===== config.mk =====
export PLATFORM = sky130hd
export DESIGN_NAME = mem_io_arbiter
export DESIGN_NICKNAME = d
export VERILOG_FILES = /design/src/rtl/mem_io_arbiter.sv
export SDC_FILE = /design/constraint.sdc
export NUM_CORES = 1
export LEC_CHECK = 0
export ABC_AREA = 1
export BUFFER_PORTS_ARGS = -buffer_cell sky130_fd_sc_hd__buf_4
export CAP_MARGIN = 25
export CORE_AREA = 2 2 107 109
export CTS_CLUSTER_DIAMETER = 80
export CTS_CLUSTER_SIZE = 40
export DETAILED_ROUTE_END_ITERATION = 10
export DIE_AREA = 0 0 109 111
export HOLD_SLACK_MARGIN = 0.05
export PLACE_DENSITY = 0.72
export SETUP_SLACK_MARGIN = 0.02
export SKIP_LAST_GASP = 1
export SYNTH_ARGS = -nofsm -noshare
export SYNTH_HDL_FRONTEND = slang
export SYNTH_SLANG_ARGS = --single-unit

===== constraint.sdc =====
create_clock -name Clk -period 2 [get_ports Clk]
set_input_delay 0.3 -clock Clk [delete_from_list [all_inputs] [get_ports Clk]]
set_output_delay 0.3 -clock Clk [all_outputs]
set_load 0.05 [all_outputs]

===== src/rtl/mem_io_arbiter.sv =====
// mem_io_arbiter: owns the single RAM port. After reset it copies INIT_WORDS
// words from the init ROM into RAM, then serves CPU accesses. The word at
// IO_ADDR is not RAM: reads return the switches and writes load the hex display.
module mem_io_arbiter #(
  parameter int          INIT_WORDS = 256,
  parameter int          MEM_LAT    = 2,
  parameter logic [15:0] IO_ADDR    = 16'hFFFF
) (
  input  logic        Clk,
  input  logic        Reset,
  input  logic        cpu_req,
  input  logic        cpu_we,
  input  logic [15:0] cpu_addr,
  input  logic [15:0] cpu_wdata,
  output logic [15:0] cpu_rdata,
  output logic        cpu_ready,
  output logic [15:0] init_addr,
  input  logic [15:0] init_data,
  output logic [15:0] mem_addr,
  output logic [15:0] mem_wdata,
  output logic        mem_we,
  input  logic [15:0] mem_rdata,
  input  logic [9:0]  SW,
  output logic [15:0] hex_data,
  output logic        busy_init
);

  typedef enum logic [2:0] {INIT, IDLE, WR, RD, DONE} state_t;

  localparam logic [15:0] LAST_WORD = 16'(INIT_WORDS - 1);

  state_t state, state_nxt;

  logic [15:0]        cnt;
  logic [15:0]        req_addr;
  logic [15:0]        req_wdata;
  logic               req_we;
  // One-hot marker walking through the RAM read latency; the top bit marks
  // the cycle in which mem_rdata is valid for the latched address.
  logic [MEM_LAT-1:0] vld_pipe;

  logic accept, is_io, rd_last;

  assign accept  = (state == IDLE) && cpu_req;
  assign is_io   = (cpu_addr == IO_ADDR);
  assign rd_last = vld_pipe[MEM_LAT-1];

  // State register; reset aborts any access in flight and restarts the copy.
  always_ff @(posedge Clk or negedge Reset) begin
    if (!Reset) state <= INIT;
    else        state <= state_nxt;
  end

  // Next-state decode and RAM port / status outputs.
  always_comb begin
    state_nxt = state;
    busy_init = (state == INIT);
    cpu_ready = (state == DONE);
    init_addr = cnt;
    mem_addr  = req_addr;
    mem_wdata = req_wdata;
    mem_we    = 1'b0;
    case (state)
      INIT: begin
        // Gated by Reset so the RAM is never written while reset is held.
        mem_we    = Reset;
        mem_addr  = cnt;
        mem_wdata = init_data;
        if (cnt == LAST_WORD) state_nxt = IDLE;
      end
      IDLE: begin
        if (cpu_req) begin
          if (is_io)       state_nxt = DONE;
          else if (cpu_we) state_nxt = WR;
          else             state_nxt = RD;
        end
      end
      WR: begin
        mem_we    = req_we;
        state_nxt = DONE;
      end
      RD: begin
        if (rd_last) state_nxt = DONE;
      end
      DONE: state_nxt = IDLE;
      default: state_nxt = INIT;
    endcase
  end

  // Copy counter, request latch, read-latency tracking and I/O registers.
  always_ff @(posedge Clk or negedge Reset) begin
    if (!Reset) begin
      cnt       <= '0;
      req_addr  <= '0;
      req_wdata <= '0;
      req_we    <= 1'b0;
      vld_pipe  <= '0;
      cpu_rdata <= '0;
      hex_data  <= '0;
    end else begin
      if (state == INIT) cnt <= cnt + 16'd1;

      if (accept && !is_io && !cpu_we) vld_pipe <= MEM_LAT'(1);
      else                             vld_pipe <= vld_pipe << 1;

      if (accept) begin
        req_addr  <= cpu_addr;
        req_wdata <= cpu_wdata;
        req_we    <= cpu_we;
        if (is_io) begin
          if (cpu_we) hex_data  <= cpu_wdata;
          else        cpu_rdata <= {6'b0, SW};
        end
      end

      if (state == RD && rd_last) cpu_rdata <= mem_rdata;
    end
  end

endmodule


# Word level (Yosys, flattened, before mapping)
# Cells that the tools add are included.
# W data, S select, Z words.
classes:
  add_sub_neg: 1
  eq_ne: 10
  mux: 14
  n_reduce_logical: 12
ops:
  columns: ["op", "count"]
  rows:
  - ["$mux W16", 6]
  - ["$add A16 B1 Y16 const B", 1]
  - ["$eq A16 B16 Y1 const B", 1]
  - ["$eq A16 B8 Y1 const B", 1]
  - ["$pmux W3 S5", 1]
  - ["$mux W3", 4]
  - ["$reduce_and A3 Y1", 3]
  - ["$eq A3 B2 Y1 const B", 2]
  - ["$logic_and A1 B1 Y1", 4]
  - ["$ne A2 B1 Y1 const B", 2]
  - ["$ne A2 B2 Y1 const B", 2]
  - ["$reduce_bool A2 Y1", 2]
  - ["$eq A3 B1 Y1 const B", 1]
  - ["$eq A3 B3 Y1 const B", 1]
  - ["$logic_not A3 Y1", 1]
  - ["$logic_not A1 Y1", 2]
  - ["$mux W2", 1]
  - ["$pmux W1 S2", 1]
  - ["$mux W1", 1]
word_totals:
  reg_bits: 86
  input_bits: 78
  out_inout_bits: 83
  word_cells: 45

# Logic depth before layout (Yosys ltp)
depth:
  ltp_word: 5
  ltp_mapped: 10
  mapped_depth_nobuf: 9

# Worst setup path after synthesis
# OpenSTA, ideal clock, no wires.
synth_timing:
  path_kind: "reg2out"
  startpoint: "register state[1]"
  endpoint: "output port mem_addr[0]"
  arrival_ns: 2.090
  required_time_ns: 1.700
  setup_slack_ns: -0.390
  stages_incl_launch_ff: 6
  n_path_buf: 2
  cell_sequence: "dfrtp_1 -> buf_2 -> nor2_1 -> nand2_1 -> clkbuf_1 -> o21ai_0"
synth_between:
  elab_chain_len: 2
synth_rtl:
  columns: ["item", "line_no", "text"]
  rows:
  - ["start: declaration", "32", "state_t state, state_nxt;"]
  - ["start signal: assignment", "51", "else state <= state_nxt;"]
  - ["$logic_not A3 Y1", "63", "case (state)"]
  - ["$mux W16", "63", null]
  - ["end: declaration", "19", "output logic [15:0] mem_addr,"]
# No other way between the ends.

# Worst setup path in the final report
layout_timing:
  startpoint: "register state[0]"
  endpoint: "output port mem_addr[8]"
# The elaborated chain is that of the path after synthesis.

==> qor.csv <==
stage,metric,value,unit
critical_path,required,1.70,ns
grt,grt_util_all_layers,0.1909,
drt,antenna_left,0,
drt,drt_iter0_markers,265,
yosys,yosys.cell_types.count,29,
placement,gp_congestion,0.8361,
grt,grt_max_degree,87,
power_and_ir_drop,clockPowerShare,0.162,
yosys,netlist_instances,554,
clock_network,numCtsBuffers,9,
power_and_ir_drop,swShare,0.5018,
clock_network,insertion_delay,0.33,ns
clock_network,cts_tree,yes,
grt,first_global_vias,3954,
drt,drc,0,
finish,fillers,1010,
timing,fin_crit_sh,0.9700,
clock_network,clk_pin_slew_worst_paths,0.06,ns
yosys,yosysWarnings,0,
critical_path,arrival,1.64,ns
floorplanning,initial_core_util,0.3844,
power_and_ir_drop,p_leak,3.357,nW
critical_path,endpoint_kind,primary output,
power_and_ir_drop,p_sw,5.488,mW
critical_path,startpoint_type,flop,
clock_network,htreeDepth,3,
critical_path,path_class,flop to primary output,
drt,via_count,4135,
yosys,syn_nets,633,
timing,setup_slack,0.06007,ns
drt,viasPerCell,4.786,
floorplanning,fp.dieH,111,µm
timing,tns,0,ns
power_and_ir_drop,p_int,5.449,mW
critical_path,worst-path-max-fanout,14,
placement,dp.cells,843,
finish,antennaDiodeCount,0,
timing,max_clock_freq,515.5,MHz
placement,portBuffers,160,
grt,antenna_found_initial,0,
floorplanning,io_pins,161,
timing,hold_viol_final,0,
critical_path,crit_path_top_delay_cell,dfrtp_2,
job,maxCapViolCount,0,
power_and_ir_drop,seq_power_share,0.246,
grt,grt_overflow,0,
finish,final_core_util,0.5467,
yosys,synth-seq-area-share,0.5054,
timing,setup-violations-final,0,
yosys,synth_seq_cells,86,
clock_network,cts.sinks,86,
power_and_ir_drop,power.total,10.94,mW
timing,worstMarginPinSlew,0.5145,ns
floorplanning,die_area,12100,µm²
floorplanning,rows,39,
floorplanning,die_w,109,µm
power_and_ir_drop,vdd_drop_max,1.563,mV
power_and_ir_drop,pwr_density_cell,1806,nW/µm²
worst_hold_path,hp-class,input port to flop,
placement,place_ws,0.1384,ns
drt,drt-pass1-iter-count,4,
floorplanning,core,11080,µm²
placement,hpwl,8054,µm
finish,drive_above_1_share,0.3148,
timing,max-slew-margin-rel,0.6566,
timing,layout_min_cycle_time,1.940,ns
clock_network,cts_root_buffer,clkbuf_16,
clock_network,cts_max_path_buffers,2,
drt,wl_per_cell,13.20,µm
timing,slew_viol_final,0,
critical_path,cp_cell_sequence,nor2_4 -> nand2_4 -> clkinvlp_4 -> buf_12 -> o21a_1 -> buf_6,
power_and_ir_drop,pwr-share-comb,0.592,
yosys,synth.avg_cell_area,7.686,µm²
critical_path,critPathMaxStageDelay,0.42,ns
finish,syn_to_final_growth,42.23,%
finish,fin_cells,864,
drt,wirelength,11410,µm
timing,clock_skew,0.006574,ns
finish,fin_nets,795,
yosys,syn_area,4258,µm²
grt,grt_pass1_wl,18420,µm
run_status,status,finished clean,
[layout by cell type, fill, tap and decap left out, drive strengths merged]
master,count
dlygate4sd3,1
a21oi,3
inv,49
o21ai,49
clkinv,2
buf,172
nand2,253
ha,1
nor3,4
nand4,4
o21a,1
dfrtp,86
clkinvlp,1
nor2,27
bufinv,2
a21boi,1
xnor2,1
nand3,40
xor2,9
a211oi,1
clkbuf,13
or2,1
[power groups by stage]
stage	clock network (mW)	registers, mW	logic, mW
detailed placement	0	2.71	6.17
finish	1.77	2.69	6.47
global route	1.89	2.76	6.91
CTS	1.82	2.69	6.19
floorplan	0	3.43	3.53
global placement	0	2.69	6.08
[routing by layer]
metal / wire length (µm) / vias to the layer above / track usage
met1: 4896 / 1924 / 0.2448
met5: 0 / - / 0
met3: 781 / 17 / 0.03704
li1: - / 2050 / -
met2: 5504 / 144 / 0.3118
met4: 222 / 0 / 0.08034
[state kept, by name (all words and copies together) (netlist names)]
| signal | count |
|---|---|
| cpu_rdata | 16 |
| hex_data | 16 |
| init_addr | 16 |
| req_addr | 16 |
| req_wdata | 16 |
| req_we | 1 |
| state | 3 |
| vld_pipe | 2 |
[worst paths after layout]
path / start / cells after the start / slack [ns] / to
worst max-delay path: state[0] / 6 / 0.06 / mem_addr[8]
worst min-delay path: mem_rdata[11] / 3 / 0.18 / cpu_rdata[11]
worst max register to register: init_addr[1] / 7 / 0.32 / init_addr[12]
worst min register to register: req_addr[6] / 2 / 0.47 / req_addr[6]
max in group asynchronous: Reset / 3 / 1.06 / state[0]
min in group asynchronous: Reset / 3 / 0.56 / init_addr[9]
[timing repair]
item,in CTS,in global routing
hold buffers,1,0
gates resized for setup,2,10
buffers inserted,0,3
hold endpoints to repair,25,0
setup endpoints to repair,28,27
pin swaps,0,2
gates cloned,0,1
[cell type report]
cell class / count / area (µm²) / area share
flip-flops and latches: 86 / 2153 / 0.3556
multi-input cells: 395 / 1837 / 0.3033
repair buffers: 174 / 1379 / 0.2277
clock buffers: 12 / 246.5 / 0.04070
inverters: 50 / 191.4 / 0.03161
well taps: 143 / 178.9 / 0.02955
clock inverters: 4 / 70.07 / 0.01157
[synth_stat cells (all sizes together)]
| cell | instances | area (µm²) |
|---|---|---|
| inv | 49 | 183.9 |
| nand2 | 253 | 977.2 |
| nand3 | 40 | 200.2 |
| buf | 11 | 78.82 |
| a211oi | 1 | 7.510 |
| clkbuf | 12 | 45.04 |
| dfrtp | 86 | 2152 |
| nand4 | 4 | 25.02 |
| nor3 | 4 | 31.28 |
| xor2 | 9 | 78.83 |
| xnor2 | 1 | 8.760 |
| o21a | 1 | 7.510 |
| o21ai | 49 | 305.3 |
| or2 | 1 | 6.260 |
| ha | 1 | 12.51 |
| nor2 | 27 | 111.4 |
| a21boi | 1 | 7.510 |
| clkinv | 1 | 3.750 |
| a21oi | 3 | 15.01 |
[through the flow]
| stage | area [µm²] | hold WS [ns] |
|---|---|---|
| finish | 6056 | 0.1772 |
| global route | 6056 | 0.1803 |
| CTS | 5969 | 0.1594 |
| detailed placement | 5637 | 0.4049 |
| global placement | 5637 | 0.4005 |
| floorplan | 4287 | 0.004409 |
[critical path, delay by kind of cell (launching register included)]
family,cells,cell delay (ns)
AO/OA/AOI/OAI,1,0.18
buffers and inverters,3,0.46
flip-flops,1,0.42
AND/OR/NAND/NOR,2,0.25
[logic make-up (layout without fill, tap and decap cells)]
group           Yosys count  after routing  synth area share
xor+xnor                 10             10           0.02057
simple gates            329            329            0.3174
flops                    86             86            0.5054
buf+inv                  73            240           0.07317
compound gates           55             55           0.08052
fa+ha+maj                 1              1          0.002938
Note: power is estimated with default switching activity, not from simulation.
